**src/rtl/cfg_frame_loader.sv**
```systemverilog
// Framed, multi-lane configuration loader on the tile daisy chain.
// Every frame is forwarded downstream one cycle late. The local config
// word is loaded on an ID match or broadcast. A readback frame streams
// the stored word back out on rb_bits.
module cfg_frame_loader #(
    parameter int                    CFG_SIZE = 32,
    parameter int                    LANES    = 1,
    parameter int                    ID_WIDTH = 8,
    parameter logic [ID_WIDTH-1:0]   ID       = '0
) (
    input  logic                clk,
    input  logic                rst,
    input  logic                cfg_in_start,
    input  logic [LANES-1:0]    cfg_bit_in,
    input  logic                cfg_bit_in_valid,
    output logic                cfg_out_start,
    output logic [LANES-1:0]    cfg_bit_out,
    output logic                cfg_bit_out_valid,
    output logic [CFG_SIZE-1:0] cfg,
    output logic                cfg_sr_pulse,
    output logic                cfg_busy,
    output logic [LANES-1:0]    rb_bits,
    output logic                rb_valid
);
    localparam int H     = ID_WIDTH + 1;
    localparam int HB    = (H + LANES - 1) / LANES;
    localparam int PB    = (CFG_SIZE + LANES - 1) / LANES;
    localparam int MAXB  = (HB > PB) ? HB : PB;
    localparam int CNT_W = $clog2(MAXB + 1);
    localparam int HW    = HB * LANES;
    localparam int PW    = PB * LANES;
    localparam logic [ID_WIDTH-1:0] BCAST = '1;

    typedef enum logic [2:0] {IDLE, HDR, LOAD, SKIP, READ} state_t;

    state_t              state_reg, state_next;
    logic [CNT_W-1:0]    cnt_reg, cnt_next;
    logic [HW-1:0]       hdr_reg, hdr_next, hdr_merged;
    logic [PW-1:0]       shadow_reg, shadow_next, shadow_merged;
    logic [CFG_SIZE-1:0] cfg_reg, cfg_next;
    logic                pulse_reg, pulse_next;
    logic                busy_reg;
    logic                rb_valid_reg, rb_valid_next;
    logic [LANES-1:0]    rb_bits_reg, rb_bits_next;
    logic                fwd_start_reg, fwd_valid_reg;
    logic [LANES-1:0]    fwd_bits_reg;
    logic [PW-1:0]       cfg_pad;
    logic                beat_ok;
    logic [ID_WIDTH-1:0] hdr_id;
    logic                hdr_rb;

    // A beat arriving together with a start pulse is forwarded but never consumed.
    assign beat_ok = cfg_bit_in_valid & ~cfg_in_start;
    assign cfg_pad = PW'(cfg_reg);
    assign hdr_id  = hdr_merged[ID_WIDTH-1:0];
    assign hdr_rb  = hdr_merged[ID_WIDTH];

    // Header/shadow images with the current beat dropped into its slot, so the
    // decode and the commit can act on the final beat in the same cycle.
    generate
        for (genvar gi = 0; gi < HB; gi++) begin : g_hdr
            assign hdr_merged[gi*LANES +: LANES] =
                (cnt_reg == CNT_W'(gi)) ? cfg_bit_in : hdr_reg[gi*LANES +: LANES];
        end
        for (genvar gi = 0; gi < PB; gi++) begin : g_shadow
            assign shadow_merged[gi*LANES +: LANES] =
                (cnt_reg == CNT_W'(gi)) ? cfg_bit_in : shadow_reg[gi*LANES +: LANES];
        end
    endgenerate

    // Unconditional one-cycle forwarding of the daisy chain.
    always_ff @(posedge clk) begin
        if (rst) begin
            fwd_start_reg <= 1'b0;
            fwd_bits_reg  <= '0;
            fwd_valid_reg <= 1'b0;
        end else begin
            fwd_start_reg <= cfg_in_start;
            fwd_bits_reg  <= cfg_bit_in;
            fwd_valid_reg <= cfg_bit_in_valid;
        end
    end

    // State and datapath registers.
    always_ff @(posedge clk) begin
        if (rst) begin
            state_reg    <= IDLE;
            cnt_reg      <= '0;
            hdr_reg      <= '0;
            shadow_reg   <= '0;
            cfg_reg      <= '0;
            pulse_reg    <= 1'b0;
            busy_reg     <= 1'b0;
            rb_valid_reg <= 1'b0;
            rb_bits_reg  <= '0;
        end else begin
            state_reg    <= state_next;
            cnt_reg      <= cnt_next;
            hdr_reg      <= hdr_next;
            shadow_reg   <= shadow_next;
            cfg_reg      <= cfg_next;
            pulse_reg    <= pulse_next;
            busy_reg     <= (state_next != IDLE);
            rb_valid_reg <= rb_valid_next;
            rb_bits_reg  <= rb_bits_next;
        end
    end

    // Next-state and datapath decisions; a start pulse always wins and restarts the header.
    always_comb begin
        state_next    = state_reg;
        cnt_next      = cnt_reg;
        hdr_next      = hdr_reg;
        shadow_next   = shadow_reg;
        cfg_next      = cfg_reg;
        pulse_next    = 1'b0;
        rb_valid_next = 1'b0;
        rb_bits_next  = '0;
        if (cfg_in_start) begin
            state_next = HDR;
            cnt_next   = '0;
        end else begin
            case (state_reg)
                HDR: begin
                    if (beat_ok) begin
                        hdr_next = hdr_merged;
                        if (cnt_reg == CNT_W'(HB - 1)) begin
                            cnt_next = '0;
                            if (!hdr_rb && (hdr_id == ID || hdr_id == BCAST)) begin
                                state_next = LOAD;
                            end else if (hdr_rb && hdr_id == ID) begin
                                state_next    = READ;
                                rb_valid_next = 1'b1;
                                rb_bits_next  = cfg_pad[LANES-1:0];
                            end else begin
                                state_next = SKIP;
                            end
                        end else begin
                            cnt_next = cnt_reg + CNT_W'(1);
                        end
                    end
                end
                LOAD: begin
                    if (beat_ok) begin
                        shadow_next = shadow_merged;
                        if (cnt_reg == CNT_W'(PB - 1)) begin
                            cfg_next   = shadow_merged[CFG_SIZE-1:0];
                            pulse_next = 1'b1;
                            state_next = IDLE;
                            cnt_next   = '0;
                        end else begin
                            cnt_next = cnt_reg + CNT_W'(1);
                        end
                    end
                end
                SKIP: begin
                    if (beat_ok) begin
                        if (cnt_reg == CNT_W'(PB - 1)) begin
                            state_next = IDLE;
                            cnt_next   = '0;
                        end else begin
                            cnt_next = cnt_reg + CNT_W'(1);
                        end
                    end
                end
                READ: begin
                    // cnt_reg is the beat currently on rb_bits; input beats are ignored here.
                    if (cnt_reg == CNT_W'(PB - 1)) begin
                        state_next = IDLE;
                        cnt_next   = '0;
                    end else begin
                        cnt_next      = cnt_reg + CNT_W'(1);
                        rb_valid_next = 1'b1;
                        rb_bits_next  = LANES'(cfg_pad >> ((int'(cnt_reg) + 1) * LANES));
                    end
                end
                default: begin
                    state_next = IDLE;
                end
            endcase
        end
    end

    assign cfg_out_start     = fwd_start_reg;
    assign cfg_bit_out       = fwd_bits_reg;
    assign cfg_bit_out_valid = fwd_valid_reg;
    assign cfg               = cfg_reg;
    assign cfg_sr_pulse      = pulse_reg;
    assign cfg_busy          = busy_reg;
    assign rb_bits           = rb_bits_reg;
    assign rb_valid          = rb_valid_reg;
endmodule

```
**config.mk**
```make
export PLATFORM = sky130hd
export DESIGN_NAME = cfg_frame_loader
export DESIGN_NICKNAME = d
export VERILOG_FILES = /design/src/rtl/cfg_frame_loader.sv
export SDC_FILE = /design/constraint.sdc
export NUM_CORES = 1
export LEC_CHECK = 0
export CAP_MARGIN = 5
export CORE_MARGIN = 5
export CORE_UTILIZATION = 45
export CTS_CLUSTER_SIZE = 14
export DETAILED_ROUTE_END_ITERATION = 8
export GPL_TIMING_DRIVEN = 0
export PLACE_DENSITY = 0.68
export SKIP_CTS_REPAIR_TIMING = 1
export SLEW_MARGIN = 5
export SYNTH_ARGS = -nofsm -noshare
export SYNTH_HDL_FRONTEND = slang
export SYNTH_SLANG_ARGS = --single-unit
```
**constraint.sdc**
```tcl
create_clock -name clk -period 3.2 [get_ports clk]
set_input_delay 0.32 -clock clk [delete_from_list [all_inputs] [get_ports clk]]
set_output_delay 0.32 -clock clk [all_outputs]
set_load 0.01 [all_outputs]
```
==> summary.md, run 1 <==
| Metric | Value |
|---|---|
| Outcome | finished clean |
| Horizontal die dimension | 110 um |
| Root buffer selected by CTS | clkbuf_8 |
| Share of synthesized registers carrying an async set or reset | 0% |
| Simple-gate share of the synthesized area | 26.0% |
| Dominant cell type by area after synthesis | dfxtp_1 |
| Combinational fraction of design power | 4.6% |
| Clock network power share | 39.9% |
| Fin crit period | 2.98 ns |
| Critical path peak fanout | 10 |
| Largest register FFs | 32 |
| Total number of H-tree levels | 3 |
| Endpoint required time on the critical path | 3.48 ns |
| Final HPWL DP | 9560 um |
| I/O pin cnt | 44 |
| Number of DRC markers after the initial detailed-route iteration | 420 |
| Fraction of final layout cells with drive strength greater than 1 | 8.24% |
| Final worst hold slack | 0.468 ns |
| Syn avg cell area | 8.36 sq um |
| Number of enable-type register cells in the synthesized netlist | 0 |
| Top achievable clock speed | 0.335 GHz |
| Starting Density | 46.0% |
| Clock insertion delay at the later pin of the skew report | 0.36 ns |
| Worst-path cell with the longest stage delay | clkbuf_1 |
| Synth Register Bits | 87 |
| Worst Clk Skew | 0.00947 ns |
| Core region area | 9770 sq um |
| Transition time at the pin with the least slew margin | 0.840 ns |
| GP Congestion | 0.898 |
| Post-synth top flop | dfxtp_1 |
| Worst rel slew slack | 44.0% |
| Floorplan die height | 110 um |
| Maximum count of clock buffers along a single path | 2 |
| Synth-to-layout area growth | 17.4% |
| RSZ-0062 raised after global routing | no |
| Cell area after synthesis | 4500 sq um |
| CP Capture Type | register |
| Most repeated cell in the gate-level netlist after synthesis | dfxtp_1 |
| Final nets | 600 |
| CP top delay family | buffers and inverters |
| Power, Total | 1960 uW |
| Antenna violations before repair | 0 |
| Worst setup path class | register to register |
| Pin count of the biggest net entering global routing | 16 |
| Final WL | 13,700 um |
| Number of warnings reported in the yosys synthesis log | 0 |
| Count of max-cap constraint violations | 0 |
| Part of the Yosys area used for sequential elements | 38.7% |
| CP startpoint kind | register |
| Class of the tightest hold or removal check | register to register |
| Crit path largest cell delay | 0.67 ns |
| Share of total power consumed by net switching | 24.6% |
| Setup TNS after final layout | 0 ns |
| Static leakage power | 0.00179 uW |
| Unique masters post-synth | 63 |
| Count of antenna diodes in the layout | 0 |
| Wire per inst | 18.8 um |
| Number of input and output port buffers inserted | 42 |
| Clock slew at the register clock pins of the worst setup and hold paths | 0.09 ns |
| Worst-case vdd ir drop | 0.171 mV |
| Via density per instance | 6.07 |
| Final ANT Viol Nets | 0 |
| Area share of the leading cell type in the synthesized netlist | 38.7% |
| Post-synthesis adder-cell area fraction | 1.11% |
| Switching power | 483 uW |
| Worst Path Arrival | 3.26 ns |
| Clock tree from TritonCTS | built |
| Vias in the first global route | 3,979 |
| Overflow left after global routing | 0 |
| Combinational family with the most area after synthesis | simple AND/OR/NAND/NOR gates |
| Hold Violations, Final | 0 |
| Total clock buffers created by CTS | 9 |
| Cell Pwr Density | 371 nW/um^2 |
| Final Max Slew Viols | 0 |
| Internal power of the cells | 1480 uW |
| Post-route DRC | 0 |
| Sequential power share | 55.5% |
| Final critical-path share of the clock period | 93.2% |
| Row count | 36 |
| Xor-xnor portion of the synthesized cell area | 0.779% |
| Synthesized netlist net count | 547 |
| Ordered list of cells on the worst path | clkbuf_1, inv_1, ha_1, nor2b_1, o21ai_1, nand4b_4, or4_1, o22ai_1 |
| Wire length of the first global-routing pass | 21,500 um |
| Via Count | 4,419 |
| Buffer and inverter count on the worst path | 2 |
| Synth cell count leaders | 87 x dfxtp_1, 75 x nor2_1, 61 x nand2_1 |
| Setup violations, final | 0 |
| Total routing usage reported by global routing | 23.0% |
| Number of iterations in the first detailed-routing pass | 5 |
| Area fraction in compound gates after synthesis | 17.4% |
| CTS Sinks | 87 |
| Share of cell area taken by muxes after synthesis | 10.4% |
| Syn Inst Count | 538 |
| Synth area leaders | dfxtp_1 39%, mux2i_1 6.9%, nor2_1 6.3% |
| Die Area | 12,100 sq um |
power groups by stage:
| stage | Sequential [uW] | Clock [uW] | Combinational (uW) |
|---|---|---|---|
| 4_1_cts | 1090 | 794 | 88.9 |
| 3_5_place_dp | 1110 | 0 | 88.7 |
| 6_report | 1090 | 781 | 90.3 |
| 3_3_place_gp | 1110 | 0 | 87.8 |
| 2_1_floorplan | 1110 | 0 | 53.0 |
| 5_1_grt | 1090 | 833 | 97.1 |
worst paths after layout:
| kind | startpoint | depth (start not counted) | endpoint | slack [ns] |
|---|---|---|---|---|
| setup reg to reg | cnt_reg[1] | 8 | rb_bits | 0.22 |
| setup / recovery | cnt_reg[1] | 8 | rb_bits | 0.22 |
| hold / removal | shadow_reg[15] | 2 | shadow_reg[15] | 0.47 |
| hold reg to reg | shadow_reg[15] | 2 | shadow_reg[15] | 0.47 |
per-layer routing:
layer	vias up	wire length, um	track usage (%)
li1	2054	-	-
met1	2114	6120	31.8
met2	218	6190	35.4
met3	33	1080	4.83
met4	0	322	8.46
met5	-	0	0
worst reg2reg max path, delay by kind of cell, from the launching register on:
family,cells,cell delay [ns]
AOI/OAI and AO/OA,2,0.42
DFF,1,0.46
adders and majority gates,1,0.33
and+or+nand+nor,3,0.83
buffers and inverters,2,0.88
through the flow:
stage	area, sq um	setup WS (ns)	util (%)	instances
global route	5280	0.107	54.0	728
CTS	5280	0.333	54.0	728
detailed placement	5090	0.366	52.0	713
global placement	5090	0.381	52.0	713
finish	5280	0.217	54.0	728
floorplan	4500	1.01	-	538
layout by cell type, fill, tap and decap left out, types with 3 or more instances in the layout:
master	count
o21ai_1	3
mux4_2	7
a21oi_1	20
a211oi_1	25
buf_1	3
mux2i_1	31
a32o_1	3
clkbuf_8	9
nand2_1	61
dfxtp_1	87
nor2b_1	8
clkbuf_1	41
nor3b_1	3
nor3_1	4
o21ai_0	14
ha_1	4
and3_1	3
nand4_1	11
inv_1	4
buf_2	13
a311oi_1	19
clkdlybuf4s50_1	42
nor4b_1	3
nand3_1	42
nor2_1	75
and4_1	3
cell type report:
| class | instances | area, sq um |
|---|---|---|
| Inverter | 4 | 15.0 |
| Sequential cell | 87 | 1740 |
| Clock inverter | 6 | 70.1 |
| Timing Repair Buffer | 42 | 420 |
| Buffer | 58 | 238 |
| Tap cell | 133 | 166 |
| Multi-Input combinational cell | 389 | 2500 |
| Fill cell | 911 | 4490 |
| Clock buffer | 9 | 124 |
cells by family after synthesis:
logic type,Yosys count
AO/OA/AOI/OAI,108
adder cells (fa/ha/maj),4
XOR/XNOR,4
multiplexers,38
flip-flops,87
buffers and inverters,62
AND/OR/NAND/NOR,235
No activity file was read; power rests on OpenSTA's default activity.
==> run 2, diff against run 1 <==
--- a/config.mk
+++ b/config.mk
@@ -6,13 +6,17 @@
 export NUM_CORES = 1
 export LEC_CHECK = 0
 export CAP_MARGIN = 5
+export CELL_PAD_IN_SITES_DETAIL_PLACEMENT = 0
+export CELL_PAD_IN_SITES_GLOBAL_PLACEMENT = 1
 export CORE_MARGIN = 5
 export CORE_UTILIZATION = 45
 export CTS_CLUSTER_SIZE = 14
 export DETAILED_ROUTE_END_ITERATION = 8
+export GPL_ROUTABILITY_DRIVEN = 1
 export GPL_TIMING_DRIVEN = 0
-export PLACE_DENSITY = 0.68
+export PLACE_DENSITY = 0.86
 export SKIP_CTS_REPAIR_TIMING = 1
+export SKIP_LAST_GASP = 1
 export SLEW_MARGIN = 5
 export SYNTH_ARGS = -nofsm -noshare
 export SYNTH_HDL_FRONTEND = slang
==> summary.md, run 2 (synthesis results as in run 1) <==
| Metric | Value |
|---|---|
| Count of antenna diodes in the layout | 0 (unchanged) |
| Final Instance Area | 5280 sq um (about the same) |
| Core region area | 9770 sq um (unchanged) |
| Clock network power share | 39.3% (was 39.9%) |
| CTS Sinks | 87 (unchanged) |
| Outcome | finished clean (unchanged) |
| Via density per instance | 5.96 (was 6.07) |
| Worst R2R Path Depth | 8 (unchanged) |
| Clock insertion delay at the later pin of the skew report | 0.37 ns (was 0.36 ns) |
| I/O pin cnt | 44 (unchanged) |
| Count of max-cap constraint violations | 0 (unchanged) |
| Final worst hold slack | 0.482 ns (was 0.468 ns) |
| Worst-path cell with the longest stage delay | clkbuf_1 (unchanged) |
| Final ANT Viol Nets | 0 (unchanged) |
| Hold Violations, Final | 0 (unchanged) |
| Largest register FFs | 32 (unchanged) |
| Critical path peak fanout | 10 (unchanged) |
| Static leakage power | 0.00180 uW (was 0.00179 uW) |
| CP startpoint kind | register (unchanged) |
| Hold path depth | 2 (unchanged) |
| Worst-case vdd ir drop | 0.207 mV (was 0.171 mV) |
| Fraction of final layout cells with drive strength greater than 1 | 8.39% (was 8.24%) |
| Source of the worst register-to-register timing path | cnt_reg[1] (unchanged) |
| Worst Path Arrival | 3.22 ns (was 3.26 ns) |
| Worst reg2reg setup slack | 0.29 ns (was 0.22 ns) |
| Most common cell after layout, fill and taps aside | dfxtp_1 (unchanged) |
| Class of the tightest hold or removal check | register to register (unchanged) |
| Via Count | 4,347 (was 4,419) |
| Layer with the highest usage after global routing | met2 (unchanged) |
| Critical R2R Capture | rb_valid (was rb_bits) |
| Crit path largest cell delay | 0.63 ns (was 0.67 ns) |
| Final critical-path share of the clock period | 90.9% (was 93.2%) |
| Antenna violations before repair | 0 (unchanged) |
| Pin count of the biggest net entering global routing | 17 (was 16) |
| Min-Delay Startpoint | shadow_reg[3] (was shadow_reg[15]) |
| Number of iterations in the first detailed-routing pass | 7 (was 5) |
| Top achievable clock speed | 0.344 GHz (was 0.335 GHz) |
| Floorplan die height | 110 um (unchanged) |
| Vias in the first global route | 4,104 (was 3,979) |
| Die Area | 12,100 sq um (unchanged) |
| Overflow left after global routing | 0 (unchanged) |
| Number of DRC markers after the initial detailed-route iteration | 270 (was 420) |
| Wire length of the first global-routing pass | 22,000 um (was 21,500 um) |
| Cell Pwr Density | 368 nW/um^2 (was 371 nW/um^2) |
| Met3 Usage GRT | 3.32% (was 4.83%) |
| Fin crit period | 2.91 ns (was 2.98 ns) |
| Global Route met1 Usage | 33.1% (was 31.8%) |
| Internal power of the cells | 1430 uW (was 1480 uW) |
| Share of total power consumed by net switching | 26.3% (was 24.6%) |
| Setup TNS after final layout | 0 ns (unchanged) |
| Final nets | 600 (unchanged) |
| GP Congestion | 0.861 (was 0.898) |
| Total clock buffers created by CTS | 9 (unchanged) |
| Worst Clk Skew | 0.00890 ns (was 0.00947 ns) |
| Synth-to-layout area growth | 17.2% (was 17.4%) |
| Worst rel slew slack | 47.6% (was 44.0%) |
| Total number of H-tree levels | 3 (unchanged) |
| Switching power | 510 uW (was 483 uW) |
| Final Max Slew Viols | 0 (unchanged) |
| Clock slew at the register clock pins of the worst setup and hold paths | 0.10 ns (was 0.09 ns) |
| Clock tree from TritonCTS | built (unchanged) |
| Transition time at the pin with the least slew margin | 0.786 ns (was 0.840 ns) |
| Met2 global-route usage | 36.4% (was 35.4%) |
| Total routing usage reported by global routing | 23.7% (was 23.0%) |
| Crit path top cell by count | clkbuf_1 |
| Starting Density | 46.0% (unchanged) |
| Worst setup path class | register to register (unchanged) |
| Row count | 36 (unchanged) |
| Setup violations, final | 0 (unchanged) |
| Combinational fraction of design power | 4.7% (was 4.6%) |
| Post-route DRC | 0 (unchanged) |
| Endpoint of the worst hold path | shadow_reg[3] (was shadow_reg[15]) |
| Endpoint required time on the critical path | 3.51 ns (was 3.48 ns) |
| Horizontal die dimension | 110 um (unchanged) |
| Final HPWL DP | 9730 um (was 9560 um) |
| Final WL | 13,900 um (was 13,700 um) |
| Ordered list of cells on the worst path | clkbuf_1, inv_1, ha_1, clkbuf_1, nor4b_1, o311ai_1, and4_1, a32o_1 (was clkbuf_1, inv_1, ha_1, nor2b_1, o21ai_1, nand4b_4, or4_1, o22ai_1) |
| Placed standard-cell area | 5090 sq um (unchanged) |
| Maximum count of clock buffers along a single path | 2 (unchanged) |
| Sequential power share | 56.1% (was 55.5%) |
| Root buffer selected by CTS | clkbuf_8 (unchanged) |
| Number of input and output port buffers inserted | 42 (unchanged) |
| RSZ-0062 raised after global routing | no (unchanged) |
| CP Capture Type | register (unchanged) |
| Wire per inst | 19.0 um (was 18.8 um) |
| Leading cell types in the layout, fill and taps excluded | 87 x dfxtp_1, 75 x nor2_1, 61 x nand2_1 (unchanged) |
## run 2: cell types whose count changed in the layout (fill, tap and decap cells not counted)
cell,change
clkinvlp_4,-2
inv_6,+2
bufinv_16,-1
clkbuf_8,+1
clkinv_4,+1
## run 2: worst max-delay path by stage
stage                                 to         start  cells after the start
after detailed placement  shadow_reg[30]  cfg_in_start                      7
after floorplan                  rb_bits    cnt_reg[1]                      8
after CTS                        rb_bits    cnt_reg[1]                      8
final                           rb_valid    cnt_reg[1]                      8
after global placement    shadow_reg[21]  cfg_in_start                      7
after global routing            rb_valid    cnt_reg[1]                      8
## run 2: critical path: cells and delay by family (launching register included)
kind	cells	cell delay, ns
AO/OA/AOI/OAI	2	0.58
buffers and inverters	3	1.01
AND/OR/NAND/NOR	2	0.58
flip-flops	1	0.44
adder cells (fa/ha/maj)	1	0.23
## run 2: area by class of cell
cell class / instances / area (sq um)
sequential: 87 / 1740
fill: 931 / 4500
inverter: 4 / 15.0
timing repair buffer: 42 / 420
multi-input combinational: 389 / 2500
tap: 133 / 166
buffer: 58 / 238
clock buffer: 10 / 138
clock inverter: 6 / 51.3
## run 2: stage by stage
stage          total power (uW)  worst slack [ns]  utilization [%]  instances
2_1_floorplan              1170              1.01                -        538
3_3_place_gp               1200             0.350             52.0        713
3_5_place_dp               1200             0.328             52.0        713
4_1_cts                    1950             0.326             54.0        729
5_1_grt                    2010             0.110             54.0        729
6_report                   1940             0.291             54.0        729
## run 2: power groups by stage
stage / clock network, uW / registers (uW) / logic (uW)
floorplan: 0 / 1110 / 53.0
global placement: 0 / 1110 / 88.6
detailed placement: 0 / 1110 / 89.3
CTS: 771 / 1090 / 89.6
global route: 819 / 1090 / 97.5
finish: 762 / 1090 / 90.8
## run 2: per-layer routing
metal  up-vias  share of wire, %
met5         -                 0
met4         0               2.6
met3        30               5.3
met2       163                45
met1      2102                47
li1       2052                 -
==> run 3, diff against run 2 <==
--- a/config.mk
+++ b/config.mk
@@ -5,11 +5,12 @@
 export SDC_FILE = /design/constraint.sdc
 export NUM_CORES = 1
 export LEC_CHECK = 0
+export ABC_CLOCK_PERIOD_IN_PS = 3200
 export CAP_MARGIN = 5
 export CELL_PAD_IN_SITES_DETAIL_PLACEMENT = 0
 export CELL_PAD_IN_SITES_GLOBAL_PLACEMENT = 1
 export CORE_MARGIN = 5
-export CORE_UTILIZATION = 45
+export CORE_UTILIZATION = 46
 export CTS_CLUSTER_SIZE = 14
 export DETAILED_ROUTE_END_ITERATION = 8
 export GPL_ROUTABILITY_DRIVEN = 1
==> summary.md, run 3 (synthesis results as in run 1) <==
| Metric | Value |
|---|---|
| Outcome | finished clean (unchanged) |
| Largest register FFs | 32 (unchanged) |
| Wire length of the first global-routing pass | 22,100 um (was 22,000 um) |
| Total number of H-tree levels | 3 (unchanged) |
| Total routing usage reported by global routing | 24.1% (was 23.7%) |
| RSZ-0062 raised after global routing | no (unchanged) |
| Top achievable clock speed | 0.342 GHz (was 0.344 GHz) |
| Cell count after placement | 713 (unchanged) |
| Count of antenna diodes in the layout | 0 (unchanged) |
| I/O pin cnt | 44 (unchanged) |
| CP top delay family | buffers and inverters (unchanged) |
| Class of the tightest hold or removal check | register to register (unchanged) |
| Via Count | 4,373 (was 4,347) |
| Overflow left after global routing | 0 (unchanged) |
| Endpoint required time on the critical path | 3.48 ns (was 3.51 ns) |
| Via density per instance | 6.00 (was 5.96) |
| Maximum count of clock buffers along a single path | 2 (unchanged) |
| Placed standard-cell area | 5090 sq um (unchanged) |
| Total clock buffers created by CTS | 9 (unchanged) |
| Buffer and inverter count on the worst path | 2 (was 3) |
| Static leakage power | 0.00182 uW (was 0.00180 uW) |
| Number of DRC markers after the initial detailed-route iteration | 381 (was 270) |
| Worst-path cell with the longest stage delay | clkbuf_1 (unchanged) |
| Post-Route Utilization | 55.2% (was 54.0%) |
| Worst Clk Skew | 0.0146 ns (was 0.00890 ns) |
| Final Max Slew Viols | 0 (unchanged) |
| Filler instances | 922 (was 931) |
| Fraction of final layout cells with drive strength greater than 1 | 8.39% (unchanged) |
| Clock slew at the register clock pins of the worst setup and hold paths | 0.10 ns (about the same) |
| Worst-case vdd ir drop | 0.220 mV (was 0.207 mV) |
| Horizontal die dimension | 109 um (was 110 um) |
| Critical path peak fanout | 10 (unchanged) |
| Most common cell after layout, fill and taps aside | dfxtp_1 (unchanged) |
| Hold Violations, Final | 0 (unchanged) |
| Leading cell types in the layout, fill and taps excluded | 87 x dfxtp_1, 75 x nor2_1, 61 x nand2_1 (unchanged) |
| Setup violations, final | 0 (unchanged) |
| CTS Sinks | 87 (unchanged) |
| Core region area | 9640 sq um (was 9770 sq um) |
| Ordered list of cells on the worst path | clkbuf_1, inv_1, ha_1, nor2b_1, o21ai_1, nand4b_4, or4_1, o22ai_1 (was clkbuf_1, inv_1, ha_1, clkbuf_1, nor4b_1, o311ai_1, and4_1, a32o_1) |
| CP Capture Type | register (unchanged) |
| Count of max-cap constraint violations | 0 (unchanged) |
| GP Congestion | 0.889 (was 0.861) |
| Post-route DRC | 0 (unchanged) |
| CP startpoint kind | register (unchanged) |
| Antenna violations before repair | 0 (unchanged) |
| Vias in the first global route | 4,099 (was 4,104) |
| Die Area | 11,900 sq um (was 12,100 sq um) |
| Worst rel slew slack | 43.3% (was 47.6%) |
| Power, Total | 2090 uW (was 1940 uW) |
| Worst Path Arrival | 3.21 ns (was 3.22 ns) |
| Final nets | 600 (unchanged) |
| Starting Density | 46.7% (was 46.0%) |
| Final instance count without filler cells | 729 (unchanged) |
| Setup TNS after final layout | 0 ns (unchanged) |
| Worst setup path class | register to register (unchanged) |
| Clock insertion delay at the later pin of the skew report | 0.37 ns (about the same) |
| Number of iterations in the first detailed-routing pass | 6 (was 7) |
| Pin count of the biggest net entering global routing | 17 (unchanged) |
| Number of input and output port buffers inserted | 42 (unchanged) |
| Transition time at the pin with the least slew margin | 0.850 ns (was 0.786 ns) |
| Final HPWL DP | 9570 um (was 9730 um) |
| Fin crit period | 2.93 ns (was 2.91 ns) |
| Synth-to-layout area growth | 18.3% (was 17.2%) |
| Wire per inst | 18.9 um (was 19.0 um) |
| Crit path largest cell delay | 0.67 ns (was 0.63 ns) |
| Final Instance Area | 5320 sq um (was 5280 sq um) |
| Floorplan die height | 109 um (was 110 um) |
| Final WL | 13,800 um (was 13,900 um) |
| Row count | 36 (unchanged) |
| Final critical-path share of the clock period | 91.5% (was 90.9%) |
| Clock tree from TritonCTS | built (unchanged) |
| Root buffer selected by CTS | clkbuf_8 (unchanged) |
| Cell Pwr Density | 394 nW/um^2 (was 368 nW/um^2) |
| Final ANT Viol Nets | 0 (unchanged) |
-- run 3: through the flow --
step	hold WS, ns	setup WS (ns)
floorplan	0.442	1.01
global placement	0.457	0.317
detailed placement	0.460	0.270
CTS	0.473	0.343
global route	0.479	0.141
finish	0.477	0.272
-- run 3: final timing paths --
| path | from | end | slack [ns] | depth (start not counted) |
|---|---|---|---|---|
| setup / recovery | cnt_reg[1] | rb_bits | 0.27 | 8 |
| hold / removal | shadow_reg[15] | shadow_reg[15] | 0.48 | 2 |
| setup reg to reg | cnt_reg[1] | rb_bits | 0.27 | 8 |
| hold reg to reg | shadow_reg[15] | shadow_reg[15] | 0.48 | 2 |
-- run 3: final cells by class --
cell class | instances | area [sq um] | area share, %
buffer | 58 | 238 | 4.47
clock buffer | 10 | 138 | 2.59
clock inverter | 6 | 97.6 | 1.83
inverter | 4 | 15.0 | 0.282
multi-input combinational | 389 | 2500 | 47.1
sequential | 87 | 1740 | 32.7
tap | 133 | 166 | 3.13
timing repair buffer | 42 | 420 | 7.90
-- run 3: worst register-to-register path, stage by stage (launching register included) --
cell and delay (ns):
dfxtp_1 0.42, clkbuf_1 0.67, inv_1 0.20, ha_1 0.34, nor2b_1 0.17, o21ai_1 0.23
nand4b_4 0.13, or4_1 0.53, o22ai_1 0.16
-- run 3: power by group --
part | switching [uW] | internal (uW)
sequential | 1.94 | 1090
combinational | 63.0 | 27.2
clock | 443 | 474
total | 508 | 1590
-- run 3: routing by layer --
layer | part of all wire (%) | vias up | global-route usage [%]
met5 | 0 | - | 0
met4 | 1.8 | 0 | 7.57
met3 | 7.1 | 23 | 3.73
met2 | 46 | 176 | 37.7
met1 | 46 | 2121 | 34.2
li1 | - | 2053 | -
